==> src/rtl/proc_feeder.sv <==
// Instruction sequencer for the 9-bit mv/mvi/add/sub processor: holds a small
// program memory and drives Run/DIN one instruction at a time, advancing on Done.
module proc_feeder #(
    parameter int unsigned AW      = 4,
    parameter int unsigned TIMEOUT = 7
) (
    input  logic          clk_i,
    input  logic          rst_i,
    input  logic          start_i,
    input  logic          load_en_i,
    input  logic [AW-1:0] load_addr_i,
    input  logic [8:0]    load_data_i,
    input  logic [AW:0]   prog_len_i,
    output logic [8:0]    din_o,
    output logic          run_o,
    input  logic          done_i,
    output logic          busy_o,
    output logic          finished_o,
    output logic          error_o,
    output logic [AW-1:0] pc_o,
    output logic [AW:0]   instr_count_o
);

    localparam int unsigned DEPTH = 1 << AW;
    localparam int unsigned WW    = 9;
    localparam int unsigned PW    = AW + 1;
    localparam int unsigned TW    = $clog2(TIMEOUT + 1);
    // Last watchdog value before expiry: ERR then lands TIMEOUT cycles after ISSUE.
    localparam logic [TW-1:0] WD_LAST = TW'(TIMEOUT - 2);

    typedef enum logic [2:0] {
        S_IDLE, S_CHECK, S_ISSUE, S_DATA, S_WAIT, S_FINISH, S_ERR
    } state_e;

    state_e        state_q, state_d;
    logic [WW-1:0] mem_q [DEPTH];
    logic [PW-1:0] len_q, len_d;
    logic [PW-1:0] pc_q, pc_d;
    logic [PW-1:0] cnt_q, cnt_d;
    logic [TW-1:0] wd_q, wd_d;
    logic          err_q, err_d;
    logic [WW-1:0] din_q, din_d;
    logic          run_q, run_d;
    logic          busy_q, busy_d;
    logic          fin_q, fin_d;

    logic [PW-1:0] pc_inc1, pc_inc2, pc_adv;
    logic [WW-1:0] word_cur, word_nxt;
    logic [2:0]    op;
    logic          is_mvi, idle_like, start_ok, load_ok;

    assign pc_inc1   = pc_q + PW'(1);
    assign pc_inc2   = pc_q + PW'(2);
    assign word_cur  = mem_q[pc_q[AW-1:0]];
    assign word_nxt  = mem_q[pc_inc1[AW-1:0]];
    assign op        = word_cur[8:6];
    assign is_mvi    = (op == 3'b001);
    assign pc_adv    = is_mvi ? pc_inc2 : pc_inc1;
    assign idle_like = (state_q == S_IDLE) || (state_q == S_FINISH) || (state_q == S_ERR);
    assign start_ok  = start_i && idle_like;
    assign load_ok   = load_en_i && idle_like;

    always_comb begin
        state_d = state_q;
        len_d   = len_q;
        pc_d    = pc_q;
        cnt_d   = cnt_q;
        wd_d    = wd_q;
        err_d   = err_q;
        case (state_q)
            S_IDLE, S_FINISH, S_ERR: begin
                state_d = S_IDLE;
                if (start_ok) begin
                    len_d = prog_len_i;
                    pc_d  = '0;
                    cnt_d = '0;
                    err_d = 1'b0;
                    if (prog_len_i == '0) begin
                        state_d = S_FINISH;
                    end else if (prog_len_i > PW'(DEPTH)) begin
                        state_d = S_ERR;
                    end else begin
                        state_d = S_CHECK;
                    end
                end
            end
            // Illegal opcodes never complete, and mvi needs its data word in range.
            S_CHECK: begin
                if (op[2]) begin
                    state_d = S_ERR;
                end else if (is_mvi && (pc_inc1 >= len_q)) begin
                    state_d = S_ERR;
                end else begin
                    state_d = S_ISSUE;
                end
            end
            S_ISSUE: begin
                wd_d    = '0;
                state_d = is_mvi ? S_DATA : S_WAIT;
            end
            S_DATA, S_WAIT: begin
                if (done_i) begin
                    pc_d    = pc_adv;
                    cnt_d   = cnt_q + PW'(1);
                    state_d = (pc_adv >= len_q) ? S_FINISH : S_CHECK;
                end else if (wd_q == WD_LAST) begin
                    state_d = S_ERR;
                end else begin
                    wd_d    = wd_q + TW'(1);
                    state_d = S_WAIT;
                end
            end
            default: state_d = S_IDLE;
        endcase
        if (state_d == S_ERR) begin
            err_d = 1'b1;
        end
    end

    // Processor-facing outputs are registered copies of the next state's decode.
    always_comb begin
        run_d  = (state_d == S_ISSUE);
        fin_d  = (state_d == S_FINISH);
        busy_d = (state_d == S_CHECK) || (state_d == S_ISSUE) ||
                 (state_d == S_DATA)  || (state_d == S_WAIT);
        din_d  = '0;
        if (state_d == S_ISSUE) begin
            din_d = word_cur;
        end else if (state_d == S_DATA) begin
            din_d = word_nxt;
        end
    end

    always_ff @(posedge clk_i) begin
        if (rst_i) begin
            state_q <= S_IDLE;
            len_q   <= '0;
            pc_q    <= '0;
            cnt_q   <= '0;
            wd_q    <= '0;
            err_q   <= 1'b0;
            din_q   <= '0;
            run_q   <= 1'b0;
            busy_q  <= 1'b0;
            fin_q   <= 1'b0;
        end else begin
            state_q <= state_d;
            len_q   <= len_d;
            pc_q    <= pc_d;
            cnt_q   <= cnt_d;
            wd_q    <= wd_d;
            err_q   <= err_d;
            din_q   <= din_d;
            run_q   <= run_d;
            busy_q  <= busy_d;
            fin_q   <= fin_d;
        end
    end

    always_ff @(posedge clk_i) begin
        if (load_ok) begin
            mem_q[load_addr_i] <= load_data_i;
        end
    end

    assign din_o         = din_q;
    assign run_o         = run_q;
    assign busy_o        = busy_q;
    assign finished_o    = fin_q;
    assign error_o       = err_q;
    assign pc_o          = pc_q[AW-1:0];
    assign instr_count_o = cnt_q;

endmodule

==> config.mk <==
export PLATFORM = sky130hd
export DESIGN_NAME = proc_feeder
export DESIGN_NICKNAME = d
export VERILOG_FILES = /design/src/rtl/proc_feeder.sv
export SDC_FILE = /design/constraint.sdc
export NUM_CORES = 1
export LEC_CHECK = 0
export BUFFER_PORTS_ARGS = -buffer_cell sky130_fd_sc_hd__clkbuf_2
export CORE_MARGIN = 4
export CORE_UTILIZATION = 40
export CTS_BUF_LIST = sky130_fd_sc_hd__clkbuf_8
export CTS_CLUSTER_DIAMETER = 40
export DETAILED_ROUTE_END_ITERATION = 8
export PLACE_DENSITY = 0.66
export SYNTH_ARGS = -nofsm -noshare
export SYNTH_HDL_FRONTEND = slang
export SYNTH_SLANG_ARGS = --single-unit
==> constraint.sdc <==
create_clock -name clk_i -period 3.8 [get_ports clk_i]
set_input_delay 0.38 -clock clk_i [delete_from_list [all_inputs] [get_ports clk_i]]
set_output_delay 0.38 -clock clk_i [all_outputs]
set_load 0.05 [all_outputs]
======== After elaboration in Yosys (flattened, before gate mapping) ========
Memories as Yosys holds them, arrays and structs flattened. A register that Yosys moved wholly into a read port is not among the register bits.
Index checks and enable logic that the tools add are counted.
storage, ports and cells
  output and inout bits ................... 22
  flip-flop bits (word level) ............. 34
  RAM bits ................................ 144
  input bits .............................. 23
  logic and storage cells ................. 84
  memories kept ........................... 1
memory list
  name   words  bits a word  read ports  clocked after Yosys merged registers in  write ports  line  text
  mem_q  16     9            2           1                                        1            36    logic [WW-1:0] mem_q [DEPTH];
cells by class
  reduce and logical (&&, ||, !) cells .... 20
  equality and inequality tests ........... 18
  magnitude comparators ................... 3
  $add $sub $neg .......................... 4
  multiplexer cells ....................... 28
operators by type and width
  operator                                                          number
  3-bit 2-to-1 mux                                                  10
  3-bit == test (second input constant)                             7
  5-bit 2-to-1 mux                                                  4
  5-bit case mux with 2 select lines                                2
  9-bit 2-to-1 mux                                                  2
  3-bit by 2-bit == test with 1-bit output (second input constant)  4
  3-bit case mux with 4 select lines                                1
  5-bit by 1-bit adder with 5-bit output (second input constant)    2
  5-bit >= comparator                                               2
  3-bit by 1-bit == test with 1-bit output (second input constant)  3
  4-bit 2-to-1 mux                                                  2
  2-bit != test (second input constant)                             4
  2-bit nonzero test                                                4
  3-bit case mux with 2 select lines                                1
  3-bit AND reduction                                               2
  5-bit by 2-bit adder with 5-bit output (second input constant)    1
  5-bit greater-than comparator (second input constant)             1
  5-bit zero test                                                   1
  1-bit logical OR                                                  5
  1-bit 2-to-1 mux                                                  5
  2-bit AND reduction                                               2
  3-bit by 1-bit adder with 3-bit output (second input constant)    1
  1-bit logical AND                                                 3
  3-bit zero test                                                   1
  other kinds (3)                                                   3

======== Logic depth before layout (Yosys ltp) ========
  depth after elaboration ................. 10
  gate-level depth with buffers ........... 18
  mapped depth without buffers ............ 15

======== Worst setup path before layout ========
No wires, ideal clock.
  kind .................................... reg-to-reg
  from .................................... register (tool-made name)
  to ...................................... register busy_q (netlist: busy_o)
  required time ........................... 3679 ps
  data arrival time ....................... 3732 ps
  stages on the path, launching flop included .. 15
  buffers on the path ..................... 1
  clock period less this slack ............ 3853 ps
  slack ................................... -53 ps
  setup time .............................. 121 ps
  path through ............................ dfxtp_1 buf_2 mux4_2 mux4_2 nor3_4 xor2_1 ha_1 nand2b_1 a21o_1 a21oi_1 o21ai_0 mux2i_1 a21oi_1 nor3_1 mux2_2
RTL lines
  element                 line  text
  end signal: assignment  155   busy_q <= busy_d;
  end: declaration        44    logic busy_q, busy_d;

==> flow_metrics.py <==
metrics = {
    "logic_synthesis": {
        "synth_top_cells_by_area": "edfxtp_1 (50%), mux4_2 (23%), dfxtp_1 (8.8%)",
        "synthArstFlopShare_pct": 0,
        "synth_fp_nets": 581,
        "yosysSeqAreaShare_pct": 58.7,
        "synthesis.area_um2": 8660,
        "yosys.area.top_type": "edfxtp_1",
        "ys_ff_latch": 182,
        "ys_types": 46,
        "yosysTopAreaCellShare_pct": 50.0,
        "syn_inst": 541,
        "synth_edf_count": 144,
        "ys.warnings.count": 0,
        "avgSynthCellArea_um2": 16.0,
        "synth_ff_type": "edfxtp_1",
    },
    "finish": {
        "syn_to_final_growth_pct": 13.7,
        "fin_util_pct": 46.5,
        "fill_cells": 1791,
        "drive_gt1_share_pct": 36.0,
        "seq_area_um2": 5090,
        "fin_nets": 654,
        "design_area_um2": 9850,
        "multiInputGateArea_um2": 3370,
        "n_antenna_cell": 0,
    },
    "clock_tree": {
        "cts_max_level": 4,
        "clockBufferDepth": 2,
        "numCtsBuffers": 17,
        "cts_tree": "built",
        "cts_hold_buf": 0,
        "clk_pin_slew_ns": 0.10,
        "cts.sinks": 182,
        "root_buffer": "clkbuf_8",
        "insertion_delay_ns": 0.47,
    },
    "floorplan": {
        "initial_core_util_pct": 40.9,
        "die_w_um": 155,
        "num_rows": 53,
        "io_pins": 45,
        "core_region_area_um2": 21200,
        "die_area_um2": 24100,
        "die_h_um": 155,
    },
    "routing": {
        "drt_wl_total_um": 20900,
        "route.detailed.drc": 0,
        "drtIter0Drc": 400,
        "drtPass1Iterations": 6,
        "wl_per_cell_um": 23.1,
        "drtAntennaViolNets": 0,
        "via_count": 5256,
        "viasPerCell": 5.83,
    },
    "global_route": {
        "grt_pass1_vias": 5396,
        "grt_usage_pct": 18.0,
        "grt_max_degree": 38,
        "grt_overflow_total": 0,
        "antenna_found_initial": 0,
        "grt_pass1_wl_um": 32400,
    },
    "sta": {
        "worst_pin_slew_ns": 0.783,
        "setup_viol": 0,
        "fmax_mhz": 272,
        "finalClockSkew_ns": 0.0179,
        "final_max_slew_viol_count": 0,
        "relSlewSlack_pct": 47.6,
        "fin_crit_ns": 3.68,
        "hold_viol_final": 0,
        "timing.hold.ws_ns": 0.163,
        "layout_worst_path_cycle_share_pct": 96.8,
    },
    "setup_path": {
        "cp_num_buf_inv": 1,
        "critPathRequiredTime_ns": 4.15,
        "crit_type": "flop to flop",
        "worstSetupEndpointType": "flop",
        "cp_max_fo": 6,
        "cp_slowest_cell": "mux4_2",
        "cp_top_family": "multiplexers",
        "crit_path_cell_trace": "mux4_2 > mux4_2 > nor3_4 > buf_6 > xor2_1 > ha_1 > nand2b_1 > a21o_1 > a21oi_2 > o21ai_1 > mux2i_1 > a21oi_2 > nor3_2 > mux2_2",
        "critPathLaunchType": "flop",
        "cp.arrival_ns": 4.03,
        "cp_slowest_stage_delay_ns": 0.53,
    },
    "place": {
        "post_dp_cell_area_um2": 9410,
        "gp_congestion": 0.841,
        "dp_hpwl_um": 14500,
        "portBuffers": 44,
    },
    "pwr": {
        "seq_power_share_pct": 52.2,
        "swShare_pct": 29.0,
        "intPower_uw": 3090,
        "power_frac_comb_pct": 18.7,
        "ir_drop_mv": 0.204,
        "powerDensity_nw_per_um2": 443,
        "net-switching-power_uw": 1270,
        "cellLeakagePower_uw": 0.00334,
        "clockPowerShare_pct": 29.1,
    },
    "worst_hold_path": {
        "min_path_type": "primary input to flop",
    },
    "job": {
        "cap_violations": 0,
    },
    "status": {
        "status": "finished, final reports clean",
    },
}
-- repair_timing --
| action | CTS | global route |
|---|---|---|
| pin swaps | 1 | 2 |
| buffers inserted | 2 | 1 |
| endpoints found under the hold margin | 0 | 0 |
| gates resized for setup | 2 | 12 |
| gates cloned | 0 | 0 |
| endpoints found under the setup margin | 13 | 13 |
-- through the flow --
stage / total power (uW) / setup TNS [ns] / worst slack [ns] / cells
after CTS: 4380 / 0 / 0.0341 / 901
after floorplan: 2880 / 0 / 0.0496 / 541
after detailed placement: 3130 / -0.302 / -0.132 / 867
final: 4360 / 0 / 0.120 / 902
after global routing: 4560 / -0.299 / -0.0550 / 902
after global placement: 3100 / -0.0285 / -0.0285 / 867
-- power by group through the flow --
| stage | clock network, uW | logic [uW] | registers (uW) |
|---|---|---|---|
| 2_1_floorplan | 0 | 520 | 2360 |
| 3_3_place_gp | 0 | 788 | 2310 |
| 3_5_place_dp | 0 | 809 | 2320 |
| 4_1_cts | 1290 | 814 | 2270 |
| 5_1_grt | 1390 | 889 | 2280 |
| 6_report | 1270 | 817 | 2270 |
-- worst reg2reg max path: stages, from the launching register on --
cell      delay (ns)
dfxtp_4         0.41
mux4_2          0.50
mux4_2          0.53
nor3_4          0.19
buf_6           0.14
xor2_1          0.14
ha_1            0.24
nand2b_1        0.14
a21o_1          0.19
a21oi_2         0.15
o21ai_1         0.12
mux2i_1         0.21
a21oi_2         0.10
nor3_2          0.17
mux2_2          0.35
-- cell usage in the layout, fill, tap and decap left out, drive strengths merged, types with 2 or more instances in the layout --
cell type	n
edfxtp	144
mux4	88
mux2i	7
a21oi	16
mux2	2
xnor2	3
nand4	3
dfxtp	38
a21o	5
inv	33
a22oi	4
or2	2
nand2	23
o21ai	5
nor2b	3
nand3	11
or3	3
and2	9
ha	17
nor2	40
o22ai	10
clkbuf	61
nand2b	12
nand3b	3
clkinvlp	2
xor2	7
nor3	10
clkinv	4
a31oi	4
buf	44
-- routing by layer --
metal | global-route usage, % | share of wire, %
met2 | 29.9 | 51
met5 | 0 | 0
met3 | 3.20 | 6.3
met1 | 24.0 | 41
met4 | 6.01 | 2.3
-- worst paths after layout --
path / to / depth (start not counted) / from / slack, ns
worst min-delay path: len_q[3] / 3 / prog_len_i[3] / 0.16
worst max register to register: busy_o / 14 / flop / 0.12
worst max-delay path: busy_o / 14 / flop / 0.12
worst min register to register: error_o / 2 / error_o / 0.47
-- sequential cells by signal, indices dropped and copies added, names as in the netlist, named ones only --
| register | flops |
|---|---|
| run_o | 1 |
| busy_o | 1 |
| din_o | 9 |
| wd_q | 3 |
| error_o | 1 |
| pc_q | 5 |
| mem_q | 144 |
| finished_o | 1 |
| state_q | 3 |
| instr_count_o | 5 |
| len_q | 5 |
-- cell families (layout without fill, tap and decap cells) --
| kind of cell | Yosys count | after routing | synth area share, % |
|---|---|---|---|
| xor gates and xnor gates | 10 | 10 | 1.01 |
| adders and majority gates | 17 | 17 | 2.46 |
| muxes | 97 | 97 | 24.0 |
| buffers and inverters | 59 | 145 | 2.82 |
| and+or+nand+nor | 123 | 123 | 7.01 |
| DFF | 182 | 182 | 58.7 |
| AOI/OAI and AO/OA | 53 | 53 | 3.99 |
-- area by class of cell --
class                      count  area share, %
timing repair buffer          88           5.79
clock buffer                  17           2.38
inverter                      25          0.953
tap                          275           3.49
clock inverter                15           1.45
multi-input combinational    300           34.2
sequential                   182           51.7
-- cell usage after synthesis, types with 4 or more instances --
library cell	instances
inv_1	25
dfxtp_1	38
ha_1	17
a22oi_1	4
nor3_1	9
buf_4	4
buf_2	6
nand2_1	22
nand2b_1	12
o21ai_0	4
o22ai_1	10
edfxtp_1	144
clkbuf_1	18
and2_1	9
mux4_2	88
a21oi_1	16
a31oi_1	4
xor2_1	7
a21o_1	5
buf_1	6
nand3_1	11
nor2_1	40
mux2i_1	7
(Power assumes the default switching activity.)
